===== config.mk =====
export PLATFORM = sky130hd
export DESIGN_NAME = keypad_code_lock_flat
export DESIGN_NICKNAME = d
export VERILOG_FILES = /design/src/rtl/keypad_pkg.sv /design/src/rtl/keypad_code_lock_if.sv /design/src/rtl/cycle_timer.sv /design/src/rtl/keypad_code_lock.sv /design/src/flat_wrapper.sv
export SDC_FILE = /design/constraint.sdc
export NUM_CORES = 1
export LEC_CHECK = 0
export ABC_AREA = 1
export CORE_ASPECT_RATIO = 1.75
export CORE_MARGIN = 2
export CORE_UTILIZATION = 30
export CTS_CLUSTER_DIAMETER = 100
export DETAILED_ROUTE_END_ITERATION = 12
export GPL_TIMING_DRIVEN = 0
export PLACE_DENSITY = 0.55
export SYNTH_ARGS = -nofsm -noshare
export SYNTH_HDL_FRONTEND = slang
export SYNTH_SLANG_ARGS = --single-unit

===== constraint.sdc =====
create_clock -name clk -period 2.05 [get_ports clk]
set_input_delay 0.41 -clock clk [delete_from_list [all_inputs] [get_ports clk]]
set_output_delay 0.41 -clock clk [all_outputs]
set_load 0.1 [all_outputs]

===== src/rtl/keypad_pkg.sv =====
// Shared types and constants for the keypad code lock.
package keypad_pkg;

  typedef enum logic [1:0] {
    StIdle,
    StEntry,
    StCheck,
    StLockout
  } state_e;

  localparam logic [3:0] KEY_SUBMIT = 4'hF;

endpackage


===== src/rtl/keypad_code_lock_if.sv =====
// Key input, code table and status outputs of the keypad code lock.
interface keypad_code_lock_if #(
  parameter int unsigned CODE_LEN  = 4,
  parameter int unsigned NUM_CODES = 3
) ();

  logic                                key_valid;
  logic [3:0]                          key_value;
  logic [NUM_CODES*CODE_LEN*4-1:0]     code_table;
  logic                                match;
  logic [$clog2(NUM_CODES)-1:0]        match_idx;
  logic                                fail;
  logic                                armed;
  logic                                locked_out;
  logic [$clog2(CODE_LEN+1)-1:0]       digit_count;

  modport master (
    output key_valid, key_value, code_table,
    input  match, match_idx, fail, armed, locked_out, digit_count
  );

  modport slave (
    input  key_valid, key_value, code_table,
    output match, match_idx, fail, armed, locked_out, digit_count
  );

endinterface


===== src/rtl/cycle_timer.sv =====
// Load/countdown/expire counter: expired_o is high in the CYCLES-th cycle after a load.
module cycle_timer #(
  parameter int unsigned CYCLES = 2
) (
  input  logic clk_i,
  input  logic reset_i,
  input  logic load_i,
  input  logic clear_i,
  output logic expired_o
);

  localparam int unsigned CntW = $clog2(CYCLES);

  logic [CntW-1:0] count_q;
  logic            running_q;

  assign expired_o = running_q && (count_q == '0);

  // A load wins over both a clear and an expiry in the same cycle.
  always_ff @(posedge clk_i) begin
    if (reset_i) begin
      count_q   <= '0;
      running_q <= 1'b0;
    end else if (load_i) begin
      count_q   <= CntW'(CYCLES - 1);
      running_q <= 1'b1;
    end else if (clear_i || expired_o) begin
      count_q   <= '0;
      running_q <= 1'b0;
    end else if (running_q) begin
      count_q <= count_q - 1'b1;
    end
  end

endmodule


===== src/rtl/keypad_code_lock.sv =====
// Keypad code lock: buffers the last CODE_LEN digits, checks them against a code table on
// submit, toggles armed on codes 0/1 and locks out after repeated failures.
module keypad_code_lock
  import keypad_pkg::*;
#(
  parameter int unsigned CODE_LEN       = 4,
  parameter int unsigned NUM_CODES      = 3,
  parameter int unsigned TIMEOUT_CYCLES = 24_000_000,
  parameter int unsigned MAX_FAILS      = 3,
  parameter int unsigned LOCKOUT_CYCLES = 48_000_000
) (
  input logic               clk,
  input logic               reset,
  keypad_code_lock_if.slave bus_io
);

  localparam int unsigned IdxW  = $clog2(NUM_CODES);
  localparam int unsigned CntW  = $clog2(CODE_LEN + 1);
  localparam int unsigned FailW = $clog2(MAX_FAILS + 1);

  state_e          state_q;
  logic [3:0]      buf_q [CODE_LEN];
  logic [CntW-1:0] cnt_q;
  logic [FailW-1:0] fails_q;
  logic            match_q;
  logic            fail_q;
  logic            armed_q;
  logic            locked_q;
  logic [IdxW-1:0] idx_q;

  logic            open_win;
  logic            key_acc;
  logic            submit;
  logic            code_eq;
  logic            hit;
  logic [IdxW-1:0] hit_idx;
  logic            lock_start;
  logic            to_expired;
  logic            lk_expired;

  always_comb begin
    open_win   = (state_q == StIdle) || (state_q == StEntry);
    key_acc    = open_win && bus_io.key_valid && (bus_io.key_value != KEY_SUBMIT);
    submit     = open_win && bus_io.key_valid && (bus_io.key_value == KEY_SUBMIT);
    code_eq    = 1'b0;
    hit        = 1'b0;
    hit_idx    = '0;
    // Scan from the top so the lowest matching index is the one left standing.
    for (int i = int'(NUM_CODES) - 1; i >= 0; i--) begin
      code_eq = (cnt_q == CntW'(CODE_LEN));
      for (int j = 0; j < int'(CODE_LEN); j++) begin
        if (buf_q[j] != bus_io.code_table[(i*int'(CODE_LEN)+j)*4 +: 4]) code_eq = 1'b0;
      end
      if (code_eq) begin
        hit     = 1'b1;
        hit_idx = IdxW'(i);
      end
    end
    lock_start = (state_q == StCheck) && !hit && ((32'(fails_q) + 32'd1) >= MAX_FAILS);
  end

  cycle_timer #(
    .CYCLES (TIMEOUT_CYCLES)
  ) u_timeout (
    .clk_i     (clk),
    .reset_i   (reset),
    .load_i    (key_acc),
    .clear_i   (submit),
    .expired_o (to_expired)
  );

  cycle_timer #(
    .CYCLES (LOCKOUT_CYCLES)
  ) u_lockout (
    .clk_i     (clk),
    .reset_i   (reset),
    .load_i    (lock_start),
    .clear_i   (1'b0),
    .expired_o (lk_expired)
  );

  always_ff @(posedge clk) begin
    if (reset) begin
      state_q  <= StIdle;
      for (int j = 0; j < int'(CODE_LEN); j++) buf_q[j] <= '0;
      cnt_q    <= '0;
      fails_q  <= '0;
      match_q  <= 1'b0;
      fail_q   <= 1'b0;
      armed_q  <= 1'b0;
      locked_q <= 1'b0;
      idx_q    <= '0;
    end else begin
      match_q <= 1'b0;
      fail_q  <= 1'b0;
      unique case (state_q)
        StIdle, StEntry: begin
          if (key_acc) begin
            // Newest digit enters at the top; index 0 holds the oldest retained digit.
            for (int j = 0; j < int'(CODE_LEN) - 1; j++) buf_q[j] <= buf_q[j+1];
            buf_q[CODE_LEN-1] <= bus_io.key_value;
            if (cnt_q != CntW'(CODE_LEN)) cnt_q <= cnt_q + 1'b1;
            state_q <= StEntry;
          end else if (submit) begin
            state_q <= StCheck;
          end else if ((state_q == StEntry) && to_expired) begin
            for (int j = 0; j < int'(CODE_LEN); j++) buf_q[j] <= '0;
            cnt_q   <= '0;
            state_q <= StIdle;
          end
        end
        StCheck: begin
          for (int j = 0; j < int'(CODE_LEN); j++) buf_q[j] <= '0;
          cnt_q <= '0;
          if (hit) begin
            match_q <= 1'b1;
            idx_q   <= hit_idx;
            fails_q <= '0;
            if (hit_idx == IdxW'(0)) armed_q <= 1'b1;
            else if (hit_idx == IdxW'(1)) armed_q <= 1'b0;
            state_q <= StIdle;
          end else begin
            fail_q  <= 1'b1;
            fails_q <= fails_q + 1'b1;
            if (lock_start) begin
              locked_q <= 1'b1;
              state_q  <= StLockout;
            end else begin
              state_q <= StIdle;
            end
          end
        end
        StLockout: begin
          if (lk_expired) begin
            locked_q <= 1'b0;
            fails_q  <= '0;
            state_q  <= StIdle;
          end
        end
        default: state_q <= StIdle;
      endcase
    end
  end

  assign bus_io.match       = match_q;
  assign bus_io.match_idx   = idx_q;
  assign bus_io.fail        = fail_q;
  assign bus_io.armed       = armed_q;
  assign bus_io.locked_out  = locked_q;
  assign bus_io.digit_count = cnt_q;

endmodule


===== src/flat_wrapper.sv =====
// flat-port wrapper written by rule: the top's interface ports become plain ports
module keypad_code_lock_flat import keypad_pkg::*;
#(
  parameter int unsigned CODE_LEN       = 4,
  parameter int unsigned NUM_CODES      = 3,
  parameter int unsigned TIMEOUT_CYCLES = 24_000_000,
  parameter int unsigned MAX_FAILS      = 3,
  parameter int unsigned LOCKOUT_CYCLES = 48_000_000
)
  (clk, reset, bus_io_key_valid, bus_io_key_value, bus_io_code_table, bus_io_match, bus_io_match_idx, bus_io_fail, bus_io_armed, bus_io_locked_out, bus_io_digit_count);
  keypad_code_lock_if #(.CODE_LEN(CODE_LEN), .NUM_CODES(NUM_CODES)) bus_io_i ();
  input logic clk;
  input logic reset;
  input wire logic [$bits(bus_io_i.key_valid)-1:0] bus_io_key_valid;
  input wire logic [$bits(bus_io_i.key_value)-1:0] bus_io_key_value;
  input wire logic [$bits(bus_io_i.code_table)-1:0] bus_io_code_table;
  output wire logic [$bits(bus_io_i.match)-1:0] bus_io_match;
  output wire logic [$bits(bus_io_i.match_idx)-1:0] bus_io_match_idx;
  output wire logic [$bits(bus_io_i.fail)-1:0] bus_io_fail;
  output wire logic [$bits(bus_io_i.armed)-1:0] bus_io_armed;
  output wire logic [$bits(bus_io_i.locked_out)-1:0] bus_io_locked_out;
  output wire logic [$bits(bus_io_i.digit_count)-1:0] bus_io_digit_count;
  assign bus_io_i.key_valid = bus_io_key_valid;
  assign bus_io_i.key_value = bus_io_key_value;
  assign bus_io_i.code_table = bus_io_code_table;
  assign bus_io_match = bus_io_i.match;
  assign bus_io_match_idx = bus_io_i.match_idx;
  assign bus_io_fail = bus_io_i.fail;
  assign bus_io_armed = bus_io_i.armed;
  assign bus_io_locked_out = bus_io_i.locked_out;
  assign bus_io_digit_count = bus_io_i.digit_count;
  keypad_code_lock #(.CODE_LEN(CODE_LEN), .NUM_CODES(NUM_CODES), .TIMEOUT_CYCLES(TIMEOUT_CYCLES), .MAX_FAILS(MAX_FAILS), .LOCKOUT_CYCLES(LOCKOUT_CYCLES)) u_core (.clk(clk), .reset(reset), .bus_io(bus_io_i));
endmodule

; ---- Word-level counts from Yosys, hierarchy flattened
; Memory sizes are Yosys's and may differ from the RTL's.
; Index checks and enable logic that the tools add are counted.
[totals]
out_inout_bits = 9
wordCells = 169
reg_bits = 66
mem_count = 1
mem_bits_rw = 16
[memory_table]
columns = name, depth, width, rd, rd_ports_with_merged_regs, write_ports, line_no
row1 = u_core.buf_q, 4, 4, 4, 0, 4, keypad_code_lock.sv:22  ; logic [3:0] buf_q [CODE_LEN];
[op_classes]
n_lt_le_gt_ge = 1
mux = 76
add_sub_neg = 5
n_reduce_logical = 32
eq_ne = 27
n_bitwise = 13
[ops]
columns = op, n
row1 = $mux 26, 3
row2 = $mux 25, 3
row3 = $mux 4, 12
row4 = $ne 4x4->1, 12
row5 = $mux 1, 40
row6 = $ge 32x2->1 const B, 1
row7 = $logic_not 26->1, 1
row8 = $sub 26x1->26 const B, 1
row9 = $logic_not 25->1, 1
row10 = $sub 25x1->25 const B, 1
row11 = $mux 2, 10
row12 = $mux 3, 4
row13 = $or 1x1->1, 12
row14 = $reduce_bool 2->1, 5
row15 = $logic_and 1x1->1, 8
row16 = $reduce_and 4->1, 2
row17 = $ne 3x3->1 const B, 2
row18 = $pmux 2 s3, 1
row19 = $pmux 3 s2, 1
row20 = $reduce_and 2->1, 3
row21 = $reduce_bool 3->1, 2
row22 = $reduce_or 3->1, 2
row23 = $eq 2x1->1 const B, 2
row24 = $eq 2x2->1 const B, 2
row25 = 19 further kinds, 23

; ---- Depth between registers and ports, before layout
; Gate-level depths: netlist of the first run.
; An unclocked memory read counts as a cell.
[logic_depth]
depth_word = 15
ltp_mapped = 13
ltp_nobuf = 13

; ---- Modules after synthesis
; From an unflattened synthesis of the first run, not the netlist that was laid out.
[hier_totals]
cells_unflattened = 907
hier_area_um2 = 5773.0
[modules_own_cells]
columns = mod, area_per_inst_um2, instances, cells_each
row1 = keypad_code_lock, 2065.7, 1, 340
row2 = cycle_timer (u_core.u_lockout), 1888.1, 1, 296
row3 = cycle_timer (u_core.u_timeout), 1819.2, 1, 271

; ---- Worst setup path after synthesis of the first run
; OpenSTA, ideal clock, no wires.
[synth_timing]
path_type = register -> register
from = register u_core.cnt_q[0] (netlist: u_core.bus_io.digit_count[0])
to = register u_core.u_lockout.count_q[11]
slack_ps = -288
required_time_ps = 1980
setup_time_ps = 70
period_less_slack_ps = 2338
arrival_ps = 2267
path_stages_with_launch = 13
cell_sequence = dfxtp_1 -> inv_1 -> ha_1 -> nand2_1 -> inv_1 -> nand2_1 -> nor2_1 -> nand2_1 -> nor2_1 -> nand3_1 -> nand4_4 -> buf_6 -> a21oi_1
[synth_between]
elab_chain_cells = 12
elab_cells_between_ends = 21
[synth_rtl]
columns = item, line_no
row1 = start: declaration, keypad_code_lock.sv:23  ; logic [CntW-1:0] cnt_q;
row2 = start signal: assignment, keypad_code_lock.sv:102  ; if (cnt_q != CntW'(CODE_LEN)) cnt_q <= cnt_q + 1'b1;
row3 = $eq 3x3->1 *, keypad_code_lock.sv:50  ; code_eq = (cnt_q == CntW'(CODE_LEN));
row4 = $mux 1 (4 in series), keypad_code_lock.sv:52  ; if (buf_q[j] != bus_io.code_table[(i*int'(CODE_LEN)+j)*4 +: 4]) code_eq = 1'b0;
row5 = $mux 1 (2 in series), keypad_code_lock.sv:54  ; if (code_eq) begin
row6 = $mux 1 *, keypad_code_lock.sv:54
row7 = $logic_not 1->1 *, keypad_code_lock.sv:59  ; lock_start = (state_q == StCheck) && !hit && ((32'(fails_q) + 32'd1) >= MAX_FAILS);
row8 = $logic_and 1x1->1 * (2 in series), keypad_code_lock.sv:59
row9 = $reduce_bool 3->1 (no source line) / $mux 26 (equally long branches), -
row10 = end signal: assignment, cycle_timer.sv:25  ; count_q <= CntW'(CYCLES - 1);
row11 = end signal: assignment, cycle_timer.sv:31  ; count_q <= count_q - 1'b1;
row12 = end: declaration, cycle_timer.sv:14  ; logic [CntW-1:0] count_q;
; Every way passes the cells marked *; elsewhere a longest branch is shown, timed or not.
; A chain may end at the register's enable or synchronous reset.

; ---- Final worst setup path of the first run
[layout_timing]
from = register u_core.armed_q (netlist: u_core.bus_io.armed)
to = output port bus_io_armed
[layout_rtl]
columns = item, line_no
row1 = start: declaration, keypad_code_lock.sv:27  ; logic armed_q;
row2 = start signal: assignment, keypad_code_lock.sv:90  ; armed_q <= 1'b0;
row3 = start signal: assignment, keypad_code_lock.sv:119  ; if (hit_idx == IdxW'(0)) armed_q <= 1'b1;
row4 = start signal: assignment, keypad_code_lock.sv:120  ; else if (hit_idx == IdxW'(1)) armed_q <= 1'b0;
row5 = end: declaration, flat_wrapper.sv:20  ; output wire logic [$bits(bus_io_i.armed)-1:0] bus_io_armed;
; No word-level cell between the ends.

==> summary.txt, run 1 <==
Status
  – Outcome: finished, final reports clean

Placement
  – Final HPWL DP: between 10,000 and 15,000 um
  – GP Congestion: 0.918
  – IO Port Bufs: between 60 and 70
  – Post-DP Area: around 6400 um^2

Pwr
  – Worst VDD drop: approximately 0.38 mV
  – Pleak: ~3.1 nW
  – PwrDens: just under 600 nW/um^2

Run
  – Max-Cap Viols: 0

Detailed routing
  – DRC Markers: 0
  – WL/cell: 14.1 um
  – DRT Pass-1 Iters: 4
  – DRT antenna net count: 0
  – Via-to-Cell Ratio: approximately 4.7
  – Vias: approximately 5,700
  – DRT iter0 DRCs: roughly 210
  – Total wire length: around 17,000 um

Finish
  – Filler Cell Count: between 1,500 and 2,000
  – Area grow syn2layout: 24.5%
  – Post-layout nets: 1,050
  – Design area: 6870 um^2
  – Number of diodes: 0
  – Util after Layout: 0.381
  – Layout cell share with drive strength beyond 1: 0.0998
  – Storage cell area: about 1600 um^2
  – Area occupied by multi-input gates: roughly 3400 um^2

Setup path
  – WP data required: 1640 ps
  – Buf/Inv on CP: 1
  – CP cell instances: dlygate4sd2_1
  – Setup CP Type: reg2out
  – Crit path largest cell delay: 870 ps
  – Top cell family by delay on the critical path: buffers and inverters
  – CP Capture Type: primary output
  – CP Data Arrival Time: 1600 ps
  – CP max-delay cell: dlygate4sd2_1
  – Critical path fanouts, max: 2
  – Type of origin of the critical path: register

Global routing
  – Vias in the first global route: between 5,000 and 6,000
  – First-pass GRT wire length: around 28,000 um
  – Initial antenna violation count: 0
  – Largest net degree at the start of global routing: 16
  – Total GRT Usage: 0.179
  – Overflow after GRT: 0

STA
  – Final hold violations: 0
  – Unrepaired setup endpoints after global routing: true
  – Worst Tran Pin Value: 979 ps
  – Fin crit period: roughly 2000 ps
  – Fin Setup TNS: 0 ps
  – Worst rel slew slack: 0.350
  – Max-slew violations: 0
  – Setup-failing EPs final: 0
  – F_max: about 500 MHz
  – Final worst-path cycle share: 0.982
  – Clock Skew: about 11 ps

Floorplan
  – I/O Pins: 64
  – Die width: 107 um
  – CORE AREA: between 15,000 and 20,000 um^2
  – Die ar.: 19,500 um^2
  – Die Span Y: between 150 and 200 um
  – # rows: 65
  – Initial Util: 0.306

Yosys
  – YS warnings: 0
  – Sequential share of the synthesized area: 0.297
  – Syn nets: ~970
  – Syn avg cell area: 6.10 um^2
  – Register bit total from synthesis: between 80 and 90
  – Distinct cells, synth: between 40 and 50
  – Mapped Cells: between 900 and 1,000
  – Synthesized area: 5520 um^2

Clock tree
  – CTS tree: built
  – Clock-pin transition on the worst setup and hold timing paths: 60 ps
  – CTS Buf Count: 9
  – Max clock buf depth: 2
  – Clock Root Buffer: clkbuf_16
  – Clock sink count: between 80 and 90
  – Clk_lat worst skew: ~340 ps
  – CTS H-tree lvls: 3

Min path
  – Hold Path Class: reg2reg
-- placed cells by master (no fill, tap or decap), types with 4 or more instances in the layout --
cell type	n
nand2_1	251
nor2_1	122
inv_1	117
dfxtp_1	78
nand3_1	68
a21oi_1	64
clkdlybuf4s50_1	54
o21ai_0	35
xor2_1	19
nand4_1	17
nor2_2	17
xnor2_1	13
nor2_4	11
inv_2	10
nor3_1	10
clkbuf_16	10
dlygate4sd2_1	9
buf_2	6
buf_4	6
clkbuf_1	6
ha_1	6
nand2_2	5
nand3b_1	5
a21oi_2	4
dfxtp_2	4
-- path summary, 6_finish.rpt --
| kind | start | end | slack (ps) | cells after the start |
|---|---|---|---|---|
| max reg2reg | u_core.bus_io.digit_count[0]$_SDFFE_PP0P_ | u_core.u_lockout.count_q[7]$_SDFFE_PP0P_ | 70 | 11 |
| min | u_core.bus_io.locked_out$_SDFFE_PP0P_ | u_core.bus_io.locked_out$_SDFFE_PP0P_ | 460 | 2 |
| max | u_core.bus_io.armed$_SDFFE_PP0P_ | bus_io_armed | 40 | 1 |
| min reg2reg | u_core.bus_io.locked_out$_SDFFE_PP0P_ | u_core.bus_io.locked_out$_SDFFE_PP0P_ | 460 | 2 |
-- stage by stage --
step           total power, W  std cells  worst slack, ps  hold WS (ps)
2_1_floorplan         0.00223        905             79.2           467
3_3_place_gp          0.00252       1202             -298           454
3_5_place_dp          0.00252       1202             -274           458
4_1_cts               0.00408       1223             17.8           470
5_1_grt               0.00425       1226            -28.1           486
6_report              0.00405       1226             37.2           459
-- flip-flops by register name (all words and copies together), names as in the netlist, 2 cells and up --
name                       cells
u_core.bus_io.match_idx        2
u_core.fails_q                 2
u_core.u_timeout.count_q      25
u_core.u_lockout.count_q      26
u_core.state_q                 2
u_core.bus_io.digit_count      3
u_core.buf_q                  16
-- area by class of cell --
cell class	instances	share of cell area
inverters	128	0.0704
well taps	234	0.0426
multi-input cells	679	0.491
clock buffers	9	0.0328
plain buffers	16	0.0127
flip-flops and latches	82	0.240
clock inverters	7	0.00746
repair buffers	71	0.103
-- cells by family (layout without fill, tap and decap cells) --
group,count (synthesis),count (layout),share of synthesized area
AO/OA/AOI/OAI,113,113,0.109
buffers and inverters,144,231,0.102
AND/OR/NAND/NOR,526,526,0.422
adder cells (fa/ha/maj),8,8,0.0181
XOR/XNOR,32,32,0.0508
flip-flops,82,82,0.297
-- cells in the mapped netlist, drive strengths merged --
master	count	area, um^2
ha	8	100
a41oi	1	8.76
or2	6	37.5
nor3b	2	15.0
nor4	1	6.26
nand4	18	128
buf	9	56.3
xor2	19	166
inv	128	480
and3	2	12.5
and2	1	6.26
a211oi	1	7.51
a21oi	69	364
nand3b	5	37.5
nand2	258	993
o21ai	36	180
xnor2	13	114
a21boi	1	7.51
o21bai	1	7.51
dfxtp	82	1640
o22ai	1	6.26
nand3	72	375
clkbuf	7	27.5
o21a	3	22.5
nor3	11	60.1
nor2	150	658
-- layer usage --
layer / vias up / routed length, um / GRT usage
met2: 100 / 9260 / 0.350
met1: 2576 / 6600 / 0.175
met3: 40 / 565 / 0.0287
met5: - / 0 / 0
met4: 0 / 835 / 0.101
li1: 3023 / - / -
-- worst register-to-register path: stages, from the launching register on --
cell        delay [ps]
dfxtp_2            340
inv_1               80
ha_2               180
nand2_2             70
clkinvlp_4         130
buf_6              120
o21ai_0             90
nor3b_1            220
nand3_1            170
nand4_4            210
clkbuf_16          190
a21oi_1             50
-- what timing repair did --
action	4_1_cts	5_1_grt
hold buffers	0	0
gates resized for setup	12	21
buffers inserted	5	2
pin swaps	1	5
setup endpoints to repair	44	39
gates cloned	0	1
-- where the power goes --
part / switching (W) / internal, W
clock: 0.000720 / 0.000830
sequential: 0.0000820 / 0.00165
combinational: 0.000464 / 0.000310
Note: power is estimated with default switching activity, not from simulation.
==> run 2: changes to the inputs <==
--- a/config.mk
+++ b/config.mk
@@ -9,6 +9,7 @@
 export CORE_ASPECT_RATIO = 1.75
 export CORE_MARGIN = 2
 export CORE_UTILIZATION = 30
+export CTS_BUF_LIST = sky130_fd_sc_hd__clkbuf_8 sky130_fd_sc_hd__clkbuf_16
 export CTS_CLUSTER_DIAMETER = 100
 export DETAILED_ROUTE_END_ITERATION = 12
 export GPL_TIMING_DRIVEN = 0
==> results of run 2 <==
No change in the layout: final DEF, timing and power equal those of run 1.
